--- config.mk ---
export PLATFORM = sky130hd
export DESIGN_NAME = noc_injector
export DESIGN_NICKNAME = d
export VERILOG_FILES = /design/src/rtl/noc_injector.sv
export SDC_FILE = /design/constraint.sdc
export NUM_CORES = 1
export LEC_CHECK = 0
export CORE_UTILIZATION = 46
export CTS_BUF_LIST = sky130_fd_sc_hd__clkbuf_8
export DETAILED_ROUTE_END_ITERATION = 12
export PLACE_DENSITY = 0.82
export SLEW_MARGIN = 10
export SYNTH_ARGS = -nofsm -noshare
export SYNTH_HDL_FRONTEND = slang
export SYNTH_SLANG_ARGS = --single-unit
--- constraint.sdc ---
create_clock -name clk -period 2.35 [get_ports clk]
set_clock_uncertainty 0.05 [all_clocks]
set_input_delay 0.235 -clock clk [delete_from_list [all_inputs] [get_ports clk]]
set_output_delay 0.235 -clock clk [all_outputs]
set_load 0.03 [all_outputs]
--- src/rtl/noc_injector.sv ---
// Network-interface transmit stage: turns a packet command plus a payload word
// stream into head/body/tail flits on one virtual channel of a router local port.
package noc_injector_pkg;
  localparam int DEST_ADDR_SIZE_X = 4;
  localparam int DEST_ADDR_SIZE_Y = 4;
  localparam int VC_NUM           = 2;
  localparam int VC_SIZE          = $clog2(VC_NUM);
  localparam int FLIT_DATA_W      = 32;

  typedef enum logic [1:0] {
    HEAD     = 2'b00,
    BODY     = 2'b01,
    TAIL     = 2'b10,
    HEADTAIL = 2'b11
  } flit_label_t;

  typedef struct packed {
    flit_label_t              flit_label;
    logic [VC_SIZE-1:0]       vc_id;
    logic [FLIT_DATA_W-1:0]   data;
  } flit_t;
endpackage

module noc_injector #(
  parameter int VC_NUM = noc_injector_pkg::VC_NUM,
  parameter int LEN_W  = 4,
  parameter int CNT_W  = 16
) (
  input  logic                                          clk,
  input  logic                                          rst,
  input  logic                                          cmd_valid_i,
  output logic                                          cmd_ready_o,
  input  logic [noc_injector_pkg::DEST_ADDR_SIZE_X-1:0] cmd_x_dest_i,
  input  logic [noc_injector_pkg::DEST_ADDR_SIZE_Y-1:0] cmd_y_dest_i,
  input  logic [LEN_W-1:0]                              cmd_len_i,
  input  logic                                          pl_valid_i,
  output logic                                          pl_ready_o,
  input  logic [noc_injector_pkg::FLIT_DATA_W-1:0]      pl_data_i,
  output noc_injector_pkg::flit_t                       data_o,
  output logic                                          valid_o,
  input  logic [VC_NUM-1:0]                             on_off_i,
  input  logic [VC_NUM-1:0]                             allocatable_i,
  output logic                                          busy_o,
  output logic [CNT_W-1:0]                              sent_cnt_o
);

  localparam int X_W   = noc_injector_pkg::DEST_ADDR_SIZE_X;
  localparam int Y_W   = noc_injector_pkg::DEST_ADDR_SIZE_Y;
  localparam int VC_W  = noc_injector_pkg::VC_SIZE;
  localparam int PAD_W = noc_injector_pkg::FLIT_DATA_W - X_W - Y_W;

  typedef enum logic [1:0] {
    ST_IDLE,
    ST_ALLOC,
    ST_HEAD,
    ST_BODY
  } state_t;

  state_t                  state_q, state_d;
  logic [X_W-1:0]          x_q, x_d;
  logic [Y_W-1:0]          y_q, y_d;
  logic [LEN_W-1:0]        len_q, len_d;
  logic [LEN_W-1:0]        rem_q, rem_d;
  logic [VC_W-1:0]         vc_q, vc_d;
  logic [CNT_W-1:0]        cnt_q, cnt_d;
  logic                    valid_q, valid_d;
  noc_injector_pkg::flit_t data_q, data_d;
  logic [VC_NUM-1:0]       cand;

  always_ff @(posedge clk or negedge rst) begin
    if (!rst) begin
      state_q <= ST_IDLE;
      x_q     <= '0;
      y_q     <= '0;
      len_q   <= '0;
      rem_q   <= '0;
      vc_q    <= '0;
      cnt_q   <= '0;
      valid_q <= 1'b0;
      data_q  <= '0;
    end else begin
      state_q <= state_d;
      x_q     <= x_d;
      y_q     <= y_d;
      len_q   <= len_d;
      rem_q   <= rem_d;
      vc_q    <= vc_d;
      cnt_q   <= cnt_d;
      valid_q <= valid_d;
      data_q  <= data_d;
    end
  end

  always_comb begin
    state_d     = state_q;
    x_d         = x_q;
    y_d         = y_q;
    len_d       = len_q;
    rem_d       = rem_q;
    vc_d        = vc_q;
    cnt_d       = cnt_q;
    valid_d     = 1'b0;
    data_d      = '0;
    cmd_ready_o = 1'b0;
    pl_ready_o  = 1'b0;
    cand        = allocatable_i & on_off_i;

    case (state_q)
      ST_IDLE: begin
        // Gated by reset so the command side sees not-ready while held in reset.
        cmd_ready_o = rst;
        if (cmd_valid_i && rst) begin
          x_d     = cmd_x_dest_i;
          y_d     = cmd_y_dest_i;
          len_d   = cmd_len_i;
          state_d = ST_ALLOC;
        end
      end

      ST_ALLOC: begin
        if (|cand) begin
          // Descending scan so the lowest candidate VC is the one that sticks.
          for (int i = VC_NUM - 1; i >= 0; i--) begin
            if (cand[i]) vc_d = VC_W'(i);
          end
          state_d = ST_HEAD;
        end
      end

      ST_HEAD: begin
        if (on_off_i[vc_q]) begin
          valid_d           = 1'b1;
          data_d.vc_id      = vc_q;
          data_d.data       = {x_q, y_q, {PAD_W{1'b0}}};
          if (len_q == '0) begin
            data_d.flit_label = noc_injector_pkg::HEADTAIL;
            cnt_d             = cnt_q + 1'b1;
            state_d           = ST_IDLE;
          end else begin
            data_d.flit_label = noc_injector_pkg::HEAD;
            rem_d             = len_q;
            state_d           = ST_BODY;
          end
        end
      end

      ST_BODY: begin
        pl_ready_o = on_off_i[vc_q];
        if (pl_valid_i && on_off_i[vc_q]) begin
          valid_d      = 1'b1;
          data_d.vc_id = vc_q;
          data_d.data  = pl_data_i;
          if (rem_q == LEN_W'(1)) begin
            data_d.flit_label = noc_injector_pkg::TAIL;
            cnt_d             = cnt_q + 1'b1;
            state_d           = ST_IDLE;
          end else begin
            data_d.flit_label = noc_injector_pkg::BODY;
            rem_d             = rem_q - 1'b1;
          end
        end
      end

      default: state_d = ST_IDLE;
    endcase
  end

  assign valid_o    = valid_q;
  assign data_o     = data_q;
  assign busy_o     = (state_q != ST_IDLE);
  assign sent_cnt_o = cnt_q;

endmodule

After elaboration in Yosys (flattened, before gate mapping)
Index checks and enable logic that the tools add are counted.

Word-level logic and storage cells: 71. Register bits: 71.

Add/sub/neg operators: 2. Equality and inequality tests: 12. Muxes and demuxes: 31. Reduce and logical (&&, ||, !) cells: 13. Bitwise logic cells: 1. Magnitude comparators: 1.

Operators with widths (number): $mux W35 (2); $pmux W35 S2 (1); $mux W16 (4); $pmux W16 S2 (1); $add A16 B1 Y16 const B (1); $mux W2 (8); $mux W4 (4); $ne A2 B2 Y1 const B (8); $reduce_and A5 Y1 (3); $mux W1 (8); $pmux W2 S4 (1); $pmux W4 S2 (1); $reduce_bool A2 Y1 (3); $eq A2 B2 Y1 const B (2); $eq A4 B1 Y1 const B (1); $logic_not A4 Y1 (1); $sub A4 B1 Y4 const B (1); $reduce_and A3 Y1 (1); $and A2 B2 Y2 (1); $eq A2 B1 Y1 const B (1); $logic_and A1 B1 Y1 (2); $logic_not A2 Y1 (1); $lt A1 B2 Y1 const B (1); $pmux W1 S2 (1); 2 further kinds (2).

Logic depth before layout (Yosys ltp)
Word-level depth: 5. Gate-level depth with buffers: 6.

Worst setup path before layout
OpenSTA, ideal clock, no wires.

Kind: reg-to-reg. Start point: register state_q[1]. End point: register len_q[0]. Required time: 2.175 ns. Stages on the path, launching flop included: 6. Arrival: 1.682 ns. Library setup time: 0.125 ns. Slack: 0.493 ns. Period minus slack after synthesis: 1.857 ns. Path through: dfrtp_1 buf_2 or2_2 nor2b_1 buf_2 mux2_2.

Longest elaborated chain between the ends: 2.

Ends and longest elaborated chain: start: declaration (RTL line 59) `state_t state_q, state_d;`; start signal: assignment (RTL line 82) `state_q <= state_d;`; $logic_not A2 Y1 (RTL line 108) `case (state_q)`; $reduce_and A2 Y1 (no line); end signal: assignment (RTL line 85) `len_q <= len_d;`; end: declaration (RTL line 62) `logic [LEN_W-1:0] len_q, len_d;`.

Every way passes these cells. A chain may end at the register's enable or synchronous reset.

Worst setup path after layout
Start point: register state_q[0]. End point: output port busy_o.

Longest elaborated chain between the ends: 1.

Ends and longest elaborated chain: $reduce_bool A2 Y1 (RTL line 170) `assign busy_o = (state_q != ST_IDLE);`; end: declaration (RTL line 43) `output logic busy_o,`.

Every way passes these cells.

==> implementation parameters <==
Parameter                              Value

Place
  RePlAce Congestion    0.7774
  Total cell area at the placement stage    about 0.0042 mm^2
  Count of port buffers added during placement    between 100 and 150
  Final HPWL DP    between 5000 and 6000 um

Worst setup path
  Critical path class    flip-flop to primary output
  Slowest stage cell on the critical path    sky130_fd_sc_hd__clkdlybuf4s50_1
  Critical Path End Type    primary output
  Signal arrival time at the worst endpoint    between 1.5 and 2 ns
  Longest individual stage delay on the worst path    roughly 0.60 ns
  Worst path buffer plus inverter count    1
  Critical Path Fanout Max    13
  Data required time of the worst path    slightly above 2 ns
  Cell breakdown of the critical path    or2_2 -> clkdlybuf4s50_1
  Startpoint class of the critical path    flip-flop
  Cell class contributing the biggest share of worst-path delay    buffers and inverters

Power
  Total power consumption of the routed design    4.307 mW
  Peak supply drop    approximately 0.00079 V
  Power per standard cell area    around 990 mW/mm^2
  Leakage component of the power    2.013 nW

Detailed routing
  Count of unresolved DRC violations after routing    0
  WL per Instance    ~16 um
  Detailed-router iteration count before antenna repair    6
  Initial DRC Count    between 80 and 90
  Final ANT Viol Nets    0
  Via count    approximately 2,400
  Detail-routed via count per cell    roughly 5.4
  Total detailed-routing wirelength    around 7000 um

Yosys
  Fraction of the yosys area taken by sequential cells    between 50% and 60%
  Synth cell types    between 40 and 50
  EDFF count, synth    0
  Synthesized area per cell    approximately 12 um^2
  Nets in the synthesized netlist    between 200 and 300
  Register bit total from synthesis    ~70
  Proportion of synthesized flip-flops having asynchronous set or reset    100.0%
  Gate Count Post-Synth    about 240
  Post-synthesis cell area    about 0.003 mm^2
  Count of synthesis-stage warnings from yosys    0
  Top flip-flop cell by instance count after synthesis    sky130_fd_sc_hd__dfrtp_1

Timing
  Max-slew headroom    between 50% and 60%
  Hold Violations, Final    0
  RSZ-0062 raised after global routing    false
  Final TNS setup    0 ns
  Achievable Freq    0.4780 GHz
  Post-route clock period utilization    between 80% and 90%
  Final Max Tran Viols    0
  Minimum clock period after layout    between 2 and 2.5 ns
  Transition time at the pin with the least slew margin    0.5990 ns
  Final setup violating endpoints    0

CTS
  CTS tree    done
  Maximum root-to-sink buffer count    2
  Reg clk slew, reported paths    0.07 ns
  Later-pin clock latency in the skew report    0.34 ns
  Root Buffer Master    sky130_fd_sc_hd__clkbuf_8
  Number of buffers created by CTS    9
  Clock sink count    between 70 and 80
  # Post-CTS Setup Buffers    0
  Deepest level of the CTS H-tree    3

GRT
  Total routing resource utilization after global routing    a little under a quarter
  Global-route wire length before repair    between 10,000 and 15,000 um
  Initial antenna violation count    0
  Largest net degree at the start of global routing    49
  Grt ovf    0
  Vias in the first global route    2,385

Cells and area
  Number of antenna diodes    0
  Final net count    ~410
  Final cell utilization of the core    68.91%
  Cell area after layout    around 0.0044 mm^2
  Relative area change from synthesis to final layout    45.18%
  Layout cells sized above 1    13.46%

Floorplan
  IO Pins    between 100 and 150
  Std cell rows    29
  Starting density of the core    47.46%
  Area enclosed by the die boundary    a little under 0.007 mm^2
  Core Footprint    0.006314 mm^2
  Overall die height    roughly 83 um
  Die Width    approximately 83 um

Flow run
  Number of maximum-capacitance constraint violations    0

Min path
  Worst hold-check path type    input port to flip-flop

Run status
  Result of the run    completed
worst reg2reg max path: stages, from the launching register on:
cell	delay, ns
sky130_fd_sc_hd__dfrtp_1	0.40
sky130_fd_sc_hd__inv_1	0.09
sky130_fd_sc_hd__ha_1	0.13
sky130_fd_sc_hd__nor3b_2	0.34
sky130_fd_sc_hd__nand4_1	0.34
sky130_fd_sc_hd__a2111oi_2	0.48
sky130_fd_sc_hd__xor2_1	0.17
kinds of logic after synthesis:
family	count (synthesis)	synth area share, %
AO/OA/AOI/OAI	45	11.69
XOR/XNOR	15	4.384
adder cells (fa/ha/maj)	3	1.253
buffers and inverters	20	2.672
flip-flops	71	59.29
multiplexers	16	6.096
AND/OR/NAND/NOR	73	14.61
final timing paths:
| path | slack [ns] | depth (start not counted) | startpoint | end |
|---|---|---|---|---|
| worst min register to register | 0.42 | 1 | sent_cnt_o[15] | sent_cnt_o[15] |
| min in group asynchronous | 0.42 | 3 | rst | valid_o |
| worst min-delay path | 0.40 | 2 | pl_data_i[23] | data_o[23] |
| worst max register to register | 0.27 | 6 | rem_q[1] | sent_cnt_o[13] |
| max in group asynchronous | 1.32 | 3 | rst | data_o[1] |
| worst max-delay path | 0.26 | 2 | state_q[0] | busy_o |
synth_stat cells (2+ instances only):
library cell | instances | share of area [%]
sky130_fd_sc_hd__dfrtp_1 | 71 | 59
sky130_fd_sc_hd__and3_1 | 27 | 5.6
sky130_fd_sc_hd__mux2_2 | 14 | 5.3
sky130_fd_sc_hd__a22o_1 | 9 | 2.6
sky130_fd_sc_hd__inv_1 | 9 | 1.1
sky130_fd_sc_hd__nand2_1 | 9 | 1.1
sky130_fd_sc_hd__xor2_1 | 9 | 2.6
sky130_fd_sc_hd__nand3_1 | 8 | 1.3
sky130_fd_sc_hd__nor2_1 | 8 | 1.0
sky130_fd_sc_hd__clkbuf_1 | 7 | 0.88
sky130_fd_sc_hd__o21ai_0 | 7 | 1.2
sky130_fd_sc_hd__xnor2_1 | 6 | 1.8
sky130_fd_sc_hd__a211oi_1 | 5 | 1.3
sky130_fd_sc_hd__a21oi_1 | 5 | 0.83
sky130_fd_sc_hd__buf_2 | 4 | 0.67
sky130_fd_sc_hd__a2111oi_2 | 3 | 1.5
sky130_fd_sc_hd__a31oi_1 | 3 | 0.63
sky130_fd_sc_hd__and2_1 | 3 | 0.63
sky130_fd_sc_hd__and4_1 | 3 | 0.88
sky130_fd_sc_hd__ha_1 | 3 | 1.3
sky130_fd_sc_hd__o22ai_1 | 3 | 0.63
sky130_fd_sc_hd__a2111oi_1 | 2 | 0.67
sky130_fd_sc_hd__nand4_1 | 2 | 0.42
sky130_fd_sc_hd__nor2b_1 | 2 | 0.42
sky130_fd_sc_hd__nor3_1 | 2 | 0.33
sky130_fd_sc_hd__o211ai_1 | 2 | 0.50
sky130_fd_sc_hd__o2bb2ai_1 | 2 | 0.58
area by class of cell:
| type | instances | area (um^2) |
|---|---|---|
| clock inverter | 7 | 41.29 |
| clock buffer | 9 | 123.9 |
| timing repair buffer | 116 | 1139 |
| fill | 475 | 1963 |
| multi-input combinational | 152 | 1140 |
| tap | 77 | 96.34 |
| inverter | 9 | 33.78 |
| sequential | 71 | 1777 |
through the flow:
step	cells	setup WS, ns	hold WS, ns
3_5_place_dp	424	0.1268	0.2100
6_report	441	0.2578	0.3998
5_1_grt	441	0.08704	0.3758
3_3_place_gp	424	0.1925	0.2074
2_1_floorplan	243	0.4927	-0.1106
4_1_cts	441	0.03611	0.3795
state kept, by name (all words and copies together), names as in the netlist:
signal      cells
valid_o         1
len_q           4
data_o         35
rem_q           4
state_q         2
y_q             4
vc_q            1
x_q             4
sent_cnt_o     16
routing by layer:
layer	global-route usage, %	up-vias	part of all wire [%]
met2	37.05	82	52
met5	0	-	0
met3	5.824	17	4.7
met4	12.41	0	2.9
li1	-	1115	-
met1	27.18	1162	41
placed cells by master, fill, tap and decap left out, types with 5 or more instances in the layout:
master	Yosys	final
sky130_fd_sc_hd__a21oi_1	5	5
sky130_fd_sc_hd__mux2_2	14	14
sky130_fd_sc_hd__inv_1	9	10
sky130_fd_sc_hd__nor2_1	8	8
sky130_fd_sc_hd__a211oi_1	5	5
sky130_fd_sc_hd__and3_1	27	27
sky130_fd_sc_hd__clkbuf_8	0	9
sky130_fd_sc_hd__xnor2_1	6	6
sky130_fd_sc_hd__buf_4	0	10
sky130_fd_sc_hd__dfrtp_1	71	71
sky130_fd_sc_hd__o21ai_0	7	7
sky130_fd_sc_hd__nand3_1	8	8
sky130_fd_sc_hd__clkdlybuf4s50_1	0	104
sky130_fd_sc_hd__xor2_1	9	9
sky130_fd_sc_hd__a22o_1	9	9
sky130_fd_sc_hd__nand2_1	9	9
power breakdown:
group          switching, mW  total, mW  internal (mW)
Sequential             0.249       1.78           1.53
Clock                  0.448      0.820          0.372
Combinational          0.923       1.71          0.789
Total                   1.62       4.31           2.69
what timing repair did:
action	CTS	global route
endpoints found under the setup margin	0	1
resized for setup	0	1
hold buffers	1	0
hold endpoints to repair	71	0
Note: power is estimated with default switching activity, not from simulation.
==> patch, RTL diff (same flow settings) <==
Set the package constant `VC_NUM` to 4 (it was 2).
--- a/src/rtl/noc_injector.sv
+++ b/src/rtl/noc_injector.sv
@@ -4,5 +4,5 @@
   localparam int DEST_ADDR_SIZE_X = 4;
   localparam int DEST_ADDR_SIZE_Y = 4;
-  localparam int VC_NUM           = 2;
+  localparam int VC_NUM           = 4;
   localparam int VC_SIZE          = $clog2(VC_NUM);
   localparam int FLIT_DATA_W      = 32;
Interface: changed (resized allocatable_i, data_o and on_off_i); port bits go from 107 to 112. No check against the original RTL was run, so the function may have changed too.
==> patch against the original RTL <==
- critical path depth unchanged
- first-iteration DRC count up 82%
- sequential cell count increased by 2
- design area up 3.0%
- largest power group is now combinational cells
- count of clock-buffer cells in the layout increased by 2
- synthesized area increased by 1.9%
- power is 14% higher
- setup slack lost 92 ps
- wire length shrank 1.5%
==> patch: results <==
group,metric,value,unit
grt,use_met2,36.21,%
grt,grtUsageTotal,20.97,%
pwr,max-vdd-ir-drop,0.0007485,V
pwr,p_leak,1.982,nW
synth,syn_inst,249,
finish,drive_gt1_share,11.59,%
placed_design,gp_congestion,0.7955,
finish,largest_reg_flops,36,
routing,drt-pass1-iter-count,4,
placed_design,port_buffers,111,
grt,grt_first_pass_wirelength,11.27,mm
placed_design,dp_hpwl,4.890,mm
routing,vias,2345,
grt,use_met1,23.44,%
synth,synth_cell_types,40,
synth,ys_top_cells_by_count,"dfrtp_1, and2_1, xnor2_1",
routing,drt_iter0_drc,158,
sta,slew_headroom,39.47,%
routing,wl_per_cell,15.29,microns
routing,m1WireLength,2.658,mm
worst_setup_path,worstPathMaxFanout,9,
routing,wl_met3,577,microns
placed_design,place_ws,213.2,ps
routing,dr_wl_met2,3.516,mm
finish,syn_to_final_growth,46.72,%
grt,grt_pass1_vias,2411,
run_status,status,"finished, final reports clean",
grt,grt_max_degree,74,
==> patch: where the power goes <==
group	leakage [nW]	switching (W)	internal [W]
combinational	0.902	0.00107	0.000874
clock	0.115	0.000445	0.000652
sequential	0.965	0.000261	0.00160
total	1.98	0.00178	0.00313
==> patch: layout make-up <==
type,instances,share of cell area [%]
sequential,73,40.78
timing repair buffer,117,25.81
multi-input combinational,159,25.64
clock buffer,11,3.380
tap,77,2.151
clock inverter,5,1.732
inverter,6,0.5028
==> patch: path summary, 6_finish.rpt <==
| kind | from | end | slack, ps | depth (start not counted) |
|---|---|---|---|---|
| setup / recovery | state_q[0] | cmd_ready_o | 170 | 2 |
| hold / removal | rst | sent_cnt_o[7] | 70 | 2 |
| setup reg to reg | rem_q[1] | sent_cnt_o[9] | 370 | 7 |
| hold reg to reg | sent_cnt_o[15] | sent_cnt_o[15] | 420 | 1 |
| max in group asynchronous | rst | rem_q[0] | 1560 | 2 |
| min in group clk | pl_data_i[22] | data_o[22] | 390 | 2 |
==> patch: cells by family after synthesis <==
family	Yosys count	share of synthesized area, %
xor gates and xnor gates	15	4.303
DFF	73	59.84
muxes	19	6.967
buffers and inverters	17	2.541
adders and majority gates	3	1.230
and+or+nand+nor	88	16.56
AOI/OAI and AO/OA	34	8.566
==> patch: critical path: stages, from the launching register on <==
cell and delay [ps]:
dfrtp_1 500, nor3b_1 320, clkdlybuf4s50_1 740
==> patch: through the flow <==
stage	util (%)	hold WS, ps	area (sq um)
after floorplan	-	-110.6	3053
after global placement	66.52	409.3	4248
after detailed placement	66.52	416.2	4248
after CTS	70.10	133.4	4477
after global routing	70.14	169.0	4479
final	70.14	70.10	4479
